==> src/rtl/cpu_step_ctrl.sv <==
`default_nettype none
// ============================================================================
// Module  : cpu_step_ctrl
// Brief   : Single-step / free-run CPU clock-enable generator with a
//           multiplexed 4-digit hex display of the issued-enable count.
// Revision: 1.0 - initial release
// ============================================================================
module cpu_step_ctrl #(
  parameter int unsigned RUN_DIV  = 1000000,
  parameter int unsigned SCAN_DIV = 100000
) (
  input  logic        BasysCLK,
  input  logic        Reset_n,
  input  logic        StepPulse,
  input  logic        RunMode,
  input  logic        Halt,
  output logic        CPUEn,
  output logic [15:0] StepCount,
  output logic [3:0]  AN,
  output logic [6:0]  SEG
);

  localparam int unsigned c_DIV_W  = $clog2(RUN_DIV);
  localparam int unsigned c_SCAN_W = $clog2(SCAN_DIV);
  localparam logic [c_DIV_W-1:0]  c_DIV_LAST  = c_DIV_W'(RUN_DIV - 1);
  localparam logic [c_SCAN_W-1:0] c_SCAN_LAST = c_SCAN_W'(SCAN_DIV - 1);

  localparam logic [1:0] c_STEP   = 2'd0;
  localparam logic [1:0] c_RUN    = 2'd1;
  localparam logic [1:0] c_HALTED = 2'd2;

  logic [1:0]          state_q, state_d;
  logic                meta_q, run_sync_q;
  logic                cpuen_q, cpuen_d;
  logic [c_DIV_W-1:0]  div_q, div_d;
  logic [15:0]         count_q, count_d;
  logic [c_SCAN_W-1:0] scan_q, scan_d;
  logic [1:0]          digit_q, digit_d;
  logic [3:0]          an_q, an_d;
  logic [6:0]          seg_q, seg_d;
  logic                w_issue;
  logic                w_div_term;
  logic                w_scan_term;
  logic [3:0]          w_nibble;

  always_ff @(posedge BasysCLK or negedge Reset_n) begin
    if (!Reset_n) begin
      meta_q     <= 1'b0;
      run_sync_q <= 1'b0;
    end else begin
      meta_q     <= RunMode;
      run_sync_q <= meta_q;
    end
  end

  always_ff @(posedge BasysCLK or negedge Reset_n) begin
    if (!Reset_n) state_q <= c_STEP;
    else          state_q <= state_d;
  end

  always_comb begin
    state_d = state_q;
    case (state_q)
      c_STEP:   if (run_sync_q) state_d = c_RUN;
      c_RUN: begin
        if (Halt)             state_d = c_HALTED;
        else if (!run_sync_q) state_d = c_STEP;
      end
      c_HALTED: if (!run_sync_q) state_d = c_STEP;
      default:  state_d = c_STEP;
    endcase
  end

  assign w_div_term = (div_q == c_DIV_LAST);

  // Halt and a leave-run request both suppress a coincident terminal count.
  always_comb begin
    w_issue = 1'b0;
    div_d   = '0;
    case (state_q)
      c_STEP: w_issue = StepPulse & ~Halt;
      c_RUN: begin
        if (state_d == c_RUN) begin
          if (w_div_term) w_issue = 1'b1;
          else            div_d   = div_q + 1'b1;
        end
      end
      default: w_issue = 1'b0;
    endcase
    cpuen_d = w_issue & ~cpuen_q;
    count_d = count_q + {15'd0, cpuen_d};
  end

  always_ff @(posedge BasysCLK or negedge Reset_n) begin
    if (!Reset_n) begin
      cpuen_q <= 1'b0;
      div_q   <= '0;
      count_q <= 16'd0;
    end else begin
      cpuen_q <= cpuen_d;
      div_q   <= div_d;
      count_q <= count_d;
    end
  end

  assign w_scan_term = (scan_q == c_SCAN_LAST);

  // Display registers are fed from next-state values so AN/SEG track the count without lag.
  always_comb begin
    scan_d   = w_scan_term ? '0 : scan_q + 1'b1;
    digit_d  = w_scan_term ? digit_q + 2'd1 : digit_q;
    w_nibble = count_d[{digit_d, 2'b00} +: 4];
    an_d     = ~(4'b0001 << digit_d);
    case (w_nibble)
      4'h0:    seg_d = 7'b1000000;
      4'h1:    seg_d = 7'b1111001;
      4'h2:    seg_d = 7'b0100100;
      4'h3:    seg_d = 7'b0110000;
      4'h4:    seg_d = 7'b0011001;
      4'h5:    seg_d = 7'b0010010;
      4'h6:    seg_d = 7'b0000010;
      4'h7:    seg_d = 7'b1111000;
      4'h8:    seg_d = 7'b0000000;
      4'h9:    seg_d = 7'b0010000;
      4'hA:    seg_d = 7'b0001000;
      4'hB:    seg_d = 7'b0000011;
      4'hC:    seg_d = 7'b1000110;
      4'hD:    seg_d = 7'b0100001;
      4'hE:    seg_d = 7'b0000110;
      default: seg_d = 7'b0001110;
    endcase
  end

  always_ff @(posedge BasysCLK or negedge Reset_n) begin
    if (!Reset_n) begin
      scan_q  <= '0;
      digit_q <= 2'd0;
      an_q    <= 4'b1110;
      seg_q   <= 7'b1000000;
    end else begin
      scan_q  <= scan_d;
      digit_q <= digit_d;
      an_q    <= an_d;
      seg_q   <= seg_d;
    end
  end

  assign CPUEn     = cpuen_q;
  assign StepCount = count_q;
  assign AN        = an_q;
  assign SEG       = seg_q;

endmodule
`default_nettype wire

==> config.mk <==
export PLATFORM = sky130hd
export DESIGN_NAME = cpu_step_ctrl
export DESIGN_NICKNAME = d
export VERILOG_FILES = /design/src/rtl/cpu_step_ctrl.sv
export SDC_FILE = /design/constraint.sdc
export NUM_CORES = 1
export LEC_CHECK = 0
export ABC_AREA = 1
export BUFFER_PORTS_ARGS = -buffer_cell sky130_fd_sc_hd__buf_2
export CAP_MARGIN = 10
export CORE_MARGIN = 5
export CORE_UTILIZATION = 45
export DETAILED_ROUTE_END_ITERATION = 10
export GPL_ROUTABILITY_DRIVEN = 0
export GPL_TIMING_DRIVEN = 0
export HOLD_SLACK_MARGIN = 0.03
export PLACE_DENSITY = 0.71
export SETUP_SLACK_MARGIN = 0.4
export SLEW_MARGIN = 20
export SYNTH_ARGS = -nofsm -noshare
export SYNTH_HDL_FRONTEND = slang
export SYNTH_SLANG_ARGS = --single-unit
==> constraint.sdc <==
create_clock -name BasysCLK -period 3.7 [get_ports BasysCLK]
set_input_delay 0.185 -clock BasysCLK [delete_from_list [all_inputs] [get_ports BasysCLK]]
set_output_delay 0.185 -clock BasysCLK [all_outputs]
set_load 0.05 [all_outputs]
==> key figures, run 1 <==
Global routing
  – Initial antenna violation count: 0
  – Vias in the first global route: 3104
  – First-pass GRT wire length: 14000 um
  – Grt ovf: 0
  – Gr usage total: 16.9%
  – Largest net degree at the start of global routing: 60

Die
  – Die H: 102 um
  – I/O pin cnt: 33
  – Core box area: 8220 um^2
  – Starting Density: 46.1%
  – Chip width: 102 um
  – Row count: 33
  – Die area: 10300 um^2

Placed design
  – Placed instance area: 4110 um^2
  – Port Buffers: 32
  – Hpwl dp: 5610 um
  – Post-Place Cells: 593

Synth
  – Syn Inst Count: 455
  – Library cells used by synthesis: 39
  – Syn_area_per_cell: 8.32 um^2
  – Post-synth EDFFs: 0
  – Async SR Flop Fraction: 100%
  – Top cell type's share of synthesized area: 44.3%
  – Post-synthesis instance area: 3790 um^2
  – Share of the yosys chip area belonging to registers: 47.1%
  – Yosys warning total: 0
  – Syn Nets: 470
  – Largest area contributor in the netlist: dfrtp_1
  – Top area cells in the synthesized netlist: dfrtp_1, nand2_1, inv_1
  – Seq cells post-synth: 71
  – Top_reg_cell synth: dfrtp_1

Power
  – Psw: 0.00111 W
  – Power density over cell area: 592 nW/um^2
  – Logic pwr share: 41.1%
  – Maximum VDD drop: 397 uV
  – Int Power: 0.00161 W
  – Clock share of power: 24.7%
  – Seq pwr share: 34.2%
  – Sw Ratio: 40.8%
  – Leak Pwr: 2.27 nW

Routing
  – Via-per-instance ratio: 4.99
  – Antenna Nets Post-Route: 0
  – Number of remaining DRC errors: 0
  – TritonRoute pass-1 iters: 7
  – DR vias: 3107
  – DR WL/cell: 13.0 um
  – Total Wirelength: 8080 um
  – Initial DRC Count: 111

STA
  – Slew margin rel.: 70.2%
  – Setup violators final: 0
  – Slew Limit Fails: 0
  – RSZ-0062 raised after global routing: yes
  – Slew @ Worst Pin: 0.447 ns
  – Crit share post-route: 83.3%
  – Hold Vio Cnt, Final: 0
  – Setup TNS: 0 ns
  – Skew final: 0.0150 ns
  – Fmax: 0.324 GHz
  – Crit path time final: 3.08 ns

Worst setup path
  – Start of the worst register-to-register path: div_q[1]
  – Crit Path Category: reg2reg
  – CP max stage cell: dfrtp_1
  – Critical Path RT: 3.94 ns
  – CP arrival: 3.33 ns
  – Crit start category: flop
  – Max incr delay on CP: 0.36 ns
  – Max Fanout on Critical Path: 4
  – Worst Setup SP: div_q[1]
  – Critical Path Sink Type: flop
  – Crit-path most repeated cell: nand2_1

Hold path
  – Worst Min Path Start: Halt
  – Hold WC Path Type: in2reg

Layout
  – Commonest non-fill, non-tap cell in the layout: nand2_1
  – # diodes: 0
  – Final #Nets: 528
  – Design Area, Final: 4590 um^2
  – Non-filler cells, final: 623
  – Share of cells above drive strength 1: 25.9%
  – Fillers: 721
  – Commonest non-fill, non-tap cells in the layout: nand2_1, dfrtp_1, nor2_1, inv_1, buf_2
  – Area Overhead vs Synth: 21.3%
  – Final core occ: 55.9%

CTS
  – H-tree depth: 3
  – TritonCTS clock tree: built
  – CTS Buf Count: 9
  – CTS sink count: 71
  – Clock slew at reported path FFs: 0.08 ns
  – Longest Clk Path Bufs: 2
  – Root buffer cell: clkbuf_8
  – Insertion delay to the later sink of the worst-skew pair: 0.35 ns

Job
  – Max_cap viols: 0

Outcome
  – Status: completed
==> per-stage QoR <==
step | hold slack [ns] | setup slack, ns | power, W
2_1_floorplan | -0.111 | 0.721 | 0.00165
3_3_place_gp | 0.295 | 0.229 | 0.00183
3_5_place_dp | 0.0545 | 0.179 | 0.00185
4_1_cts | 0.227 | 0.413 | 0.00259
5_1_grt | 0.250 | 0.333 | 0.00289
6_report | 0.242 | 0.617 | 0.00272
==> per-layer routing <==
layer | GRT usage (%) | wire length [um] | up-vias
met5 | 0 | 0 | -
met4 | 5.11 | 88 | 0
met3 | 3.93 | 334 | 10
met2 | 27.6 | 3930 | 67
met1 | 22.6 | 3730 | 1464
li1 | - | - | 1566
==> timing repair <==
| item | 4_1_cts | 5_1_grt |
|---|---|---|
| pin swaps | 8 | 13 |
| endpoints found under the setup margin | 7 | 7 |
| gates resized for setup | 12 | 25 |
| hold buffers | 2 | 0 |
| hold endpoints to repair | 68 | 0 |
| setup buffers | 6 | 6 |
==> cell type report <==
type	count	area, um^2	area share, %
clock inverter	6	86.3	1.88
multi-input combinational	317	1900	41.3
timing repair buffer	47	304	6.62
clock buffer	10	128	2.78
sequential	71	1780	38.8
tap	105	131	2.86
inverter	65	249	5.42
buffer	2	15.0	0.327
==> cell families after synthesis <==
group / synth area share (%)
XOR/XNOR: 4.82
adder cells (fa/ha/maj): 3.30
buffers and inverters: 6.91
AND/OR/NAND/NOR: 32.4
flip-flops: 47.1
AO/OA/AOI/OAI: 5.55
==> critical path, delay by kind of cell, from the launching register on <==
kind / cells / cell delay, ns
AOI/OAI and AO/OA: 1 / 0.21
adders and majority gates: 4 / 0.71
buffers and inverters: 4 / 0.37
DFF: 1 / 0.36
and+or+nand+nor: 16 / 1.35
==> power groups by stage <==
stage	sequential, W	combinational, W	clock [W]
2_1_floorplan	0.00115	0.000496	0
3_3_place_gp	0.000930	0.000903	0
3_5_place_dp	0.000929	0.000922	0
4_1_cts	0.000921	0.000984	0.000689
5_1_grt	0.000938	0.00122	0.000732
6_report	0.000930	0.00112	0.000673
==> registers in the layout, summed over array words and instances, names as in the netlist <==
register,flops
AN,4
CPUEn,1
SEG,7
StepCount,16
digit_q,2
div_q,20
meta_q,1
run_sync_q,1
scan_q,17
state_q,2
==> synth_stat cells (2+ instances only) <==
cell type  number
nand2_4         6
nor2_1         59
o211ai_1        2
a21oi_1        12
nor3_1         11
ha_1           10
inv_1          59
nand3_1        34
inv_2           5
nor4_1          3
nand4_1         9
o21ai_1         2
xnor2_1         7
nand2_2        13
nand3_4         2
dfstp_2         4
nand2_1        95
dfrtp_1        67
nor2_2          6
o21a_1          3
o21ai_0        11
xor2_1         12
nand3_2         4
a211oi_1        2
nand3b_1        3
==> path summary, 6_finish.rpt <==
| path | to | slack (ns) | cells after the start |
|---|---|---|---|
| hold / removal | div_q[12] | 0.24 | 4 |
| min in group asynchronous | scan_q[9] | 0.25 | 2 |
| setup / recovery | SEG[0] | 0.62 | 25 |
| max in group asynchronous | AN[2] | 2.88 | 3 |
| hold reg to reg | run_sync_q | 0.36 | 0 |
| setup reg to reg | SEG[0] | 0.62 | 25 |
No activity file was read; power rests on OpenSTA's default activity.
==> run 2, diff against run 1 <==
--- a/config.mk
+++ b/config.mk
@@ -14,7 +14,7 @@
 export GPL_ROUTABILITY_DRIVEN = 0
 export GPL_TIMING_DRIVEN = 0
 export HOLD_SLACK_MARGIN = 0.03
-export PLACE_DENSITY = 0.71
+export PLACE_DENSITY = 0.73
 export SETUP_SLACK_MARGIN = 0.4
 export SLEW_MARGIN = 20
 export SYNTH_ARGS = -nofsm -noshare
==> constraint.sdc (replaced) <==
create_clock -name BasysCLK -period 2.7 [get_ports BasysCLK]
set_input_delay 0.135 -clock BasysCLK [delete_from_list [all_inputs] [get_ports BasysCLK]]
set_output_delay 0.135 -clock BasysCLK [all_outputs]
set_load 0.05 [all_outputs]
==> run 2 against run 1 <==
The run now ends with negative setup slack left. Critical path depth shrank 3. Core utilization increased by 3.0 points. Hold slack got worse by 0.049 ns. Sequential power rose by 38%. Combinational power is 45% higher. Power is 48% higher. Largest power group unchanged.
==> key figures, run 2 (same netlist as run 1, synthesis figures left out) <==
Global routing
  – Largest net degree at the start of global routing: 56 (was 60)
  – First-pass GRT wire length: 14000 um (about the same)
  – Initial antenna violation count: 0 (unchanged)
  – Gr usage total: 17.0% (was 16.9%)
  – Grt ovf: 0 (unchanged)
  – Vias in the first global route: 3141 (was 3104)

Worst setup path
  – Crit start category: flop (unchanged)
  – Max Fanout on Critical Path: 5 (was 4)
  – Crit Path Category: reg2reg (unchanged)
  – Critical Path RT: 2.94 ns (was 3.94 ns)
  – Critical Path Sink Type: flop (unchanged)
  – CP arrival: 3.42 ns (was 3.33 ns)

Layout
  – Reg with most FFs: div_q (unchanged)
  – Design Area, Final: 4840 um^2 (was 4590 um^2)
  – Share of cells above drive strength 1: 30.5% (was 25.9%)
  – # diodes: 0 (unchanged)
  – Commonest non-fill, non-tap cells in the layout: nand2_1, dfrtp_1, nor2_1, inv_1, buf_2 (unchanged)
  – Area of the multi-input gates: 2000 um^2 (was 1900 um^2)
  – Final #Nets: 538 (was 528)
  – Fillers: 648 (was 721)
  – Commonest non-fill, non-tap cell in the layout: nand2_1 (unchanged)
  – Area Overhead vs Synth: 27.8% (was 21.3%)
  – Reg area: 1780 um^2 (unchanged)
  – Max reg flops: 20 (unchanged)

Routing
  – Total Wirelength: 8400 um (was 8080 um)
  – Number of remaining DRC errors: 0 (unchanged)
  – TritonRoute pass-1 iters: 4 (was 7)
  – Initial DRC Count: 160 (was 111)
  – DR WL/cell: 13.3 um (was 13.0 um)
  – Antenna Nets Post-Route: 0 (unchanged)
  – Via-per-instance ratio: 5.02 (was 4.99)
  – DR vias: 3179 (was 3107)

CTS
  – Clock slew at reported path FFs: 0.08 ns (about the same)
  – Longest Clk Path Bufs: 2 (unchanged)
  – CTS Buf Count: 9 (unchanged)
  – Root buffer cell: clkbuf_8 (unchanged)
  – Insertion delay to the later sink of the worst-skew pair: 0.35 ns (about the same)
  – H-tree depth: 3 (unchanged)
  – TritonCTS clock tree: built (unchanged)
  – CTS sink count: 71 (unchanged)

Die
  – Starting Density: 46.1% (unchanged)
  – Die H: 102 um (unchanged)
  – Die area: 10300 um^2 (unchanged)
  – Row count: 33 (unchanged)
  – Chip width: 102 um (unchanged)
  – Core box area: 8220 um^2 (unchanged)
  – I/O pin cnt: 33 (unchanged)

Power
  – Total power: 0.00402 W (was 0.00272 W)
  – Leak Pwr: 2.38 nW (was 2.27 nW)
  – Power density over cell area: 830 nW/um^2 (was 592 nW/um^2)
  – Maximum VDD drop: 441 uV (was 397 uV)

STA
  – Final worst slack: -0.471 ns (was 0.617 ns)
  – Setup violators final: 8 (was 0)
  – Hold Vio Cnt, Final: 0 (unchanged)
  – RSZ-0062 raised after global routing: yes (unchanged)
  – Skew final: 0.0139 ns (was 0.0150 ns)
  – Slew Limit Fails: 0 (unchanged)
  – Slew margin rel.: 68.2% (was 70.2%)
  – Slew @ Worst Pin: 0.477 ns (was 0.447 ns)
  – Fmax: 0.315 GHz (was 0.324 GHz)
  – Crit path time final: 3.17 ns (was 3.08 ns)
  – Crit share post-route: 117% (was 83.3%)

Job
  – Max_cap viols: 0 (unchanged)

Placed design
  – Placed instance area: 4160 um^2 (was 4110 um^2)
  – Hpwl dp: 5710 um (was 5610 um)
  – Pre-CTS WS: -0.588 ns (was 0.179 ns)
  – Port Buffers: 32 (unchanged)

Outcome
  – Failing checks: negative setup slack
  – Status: finished with violations (was completed)

Hold path
  – Hold WC Path Type: in2reg (unchanged)
==> run 2: cell count changes in the layout (fill, tap and decap cells not counted), sizes merged <==
cell and delta:
bufinv +2, clkinvlp -1, clkinv -1, buf +10
==> run 2: path summary, 6_finish.rpt <==
kind / startpoint / end / slack, ns / cells after the start
min in group asynchronous: Reset_n / scan_q[11] / 0.21 / 2
hold reg to reg: meta_q / run_sync_q / 0.36 / 0
max in group asynchronous: Reset_n / SEG[6] / 1.90 / 3
hold / removal: Halt / div_q[12] / 0.19 / 4
setup reg to reg: div_q[0] / SEG[3] / -0.47 / 22
setup / recovery: div_q[0] / SEG[3] / -0.47 / 22
==> run 2: metrics by stage <==
step	hold slack, ns	TNS (ns)	cells	util (%)
detailed placement	0.0224	-3.75	593	50.7
global route	0.208	-4.65	633	58.9
CTS	0.177	-1.85	627	57.0
global placement	0.247	-3.36	592	50.3
finish	0.193	-3.18	633	58.9
floorplan	-0.161	-0.903	455	-
==> run 2: layout make-up <==
type / instances / area share (%)
buffer: 2 / 0.310
clock buffer: 10 / 2.64
clock inverter: 6 / 2.77
inverter: 65 / 5.30
multi-input combinational: 317 / 41.3
sequential: 71 / 36.8
tap: 105 / 2.72
timing repair buffer: 57 / 8.15
==> run 2: critical path: stages (launching register included) <==
cell     delay, ns
dfrtp_1       0.36
ha_2          0.19
nand3_2       0.08
inv_2         0.08
nand3_4       0.06
inv_2         0.07
nand4_1       0.14
nor3_1        0.18
o21a_1        0.22
ha_4          0.20
ha_4          0.17
nand2_4       0.06
nor2_4        0.15
nand2_4       0.09
xor2_2        0.18
nand2_1       0.10
nand3_2       0.11
nand2_4       0.14
inv_6         0.06
ha_4          0.27
o21ai_2       0.04
nand2_1       0.06
nand2_1       0.05
==> run 2: where the power goes <==
group / total [W] / switching [W] / internal, W
Sequential: 0.00128 / 0.000104 / 0.00118
Clock: 0.00112 / 0.000411 / 0.000708
Combinational: 0.00162 / 0.00106 / 0.000552
==> run 2: routing by layer <==
metal	up-vias	GRT usage, %	wire length [um]
met5	-	0	0
met4	0	7.77	161
met3	15	3.93	308
met2	78	26.2	4000
met1	1506	22.9	3930
li1	1580	-	-
==> run 2: what timing repair did <==
| action | CTS | global route |
|---|---|---|
| pin swaps | 16 | 11 |
| hold buffers | 2 | 0 |
| gates cloned | 0 | 0 |
| gates resized for setup | 26 | 29 |
| endpoints found under the hold margin | 70 | 0 |
| setup endpoints to repair | 17 | 20 |
| setup buffers | 16 | 6 |
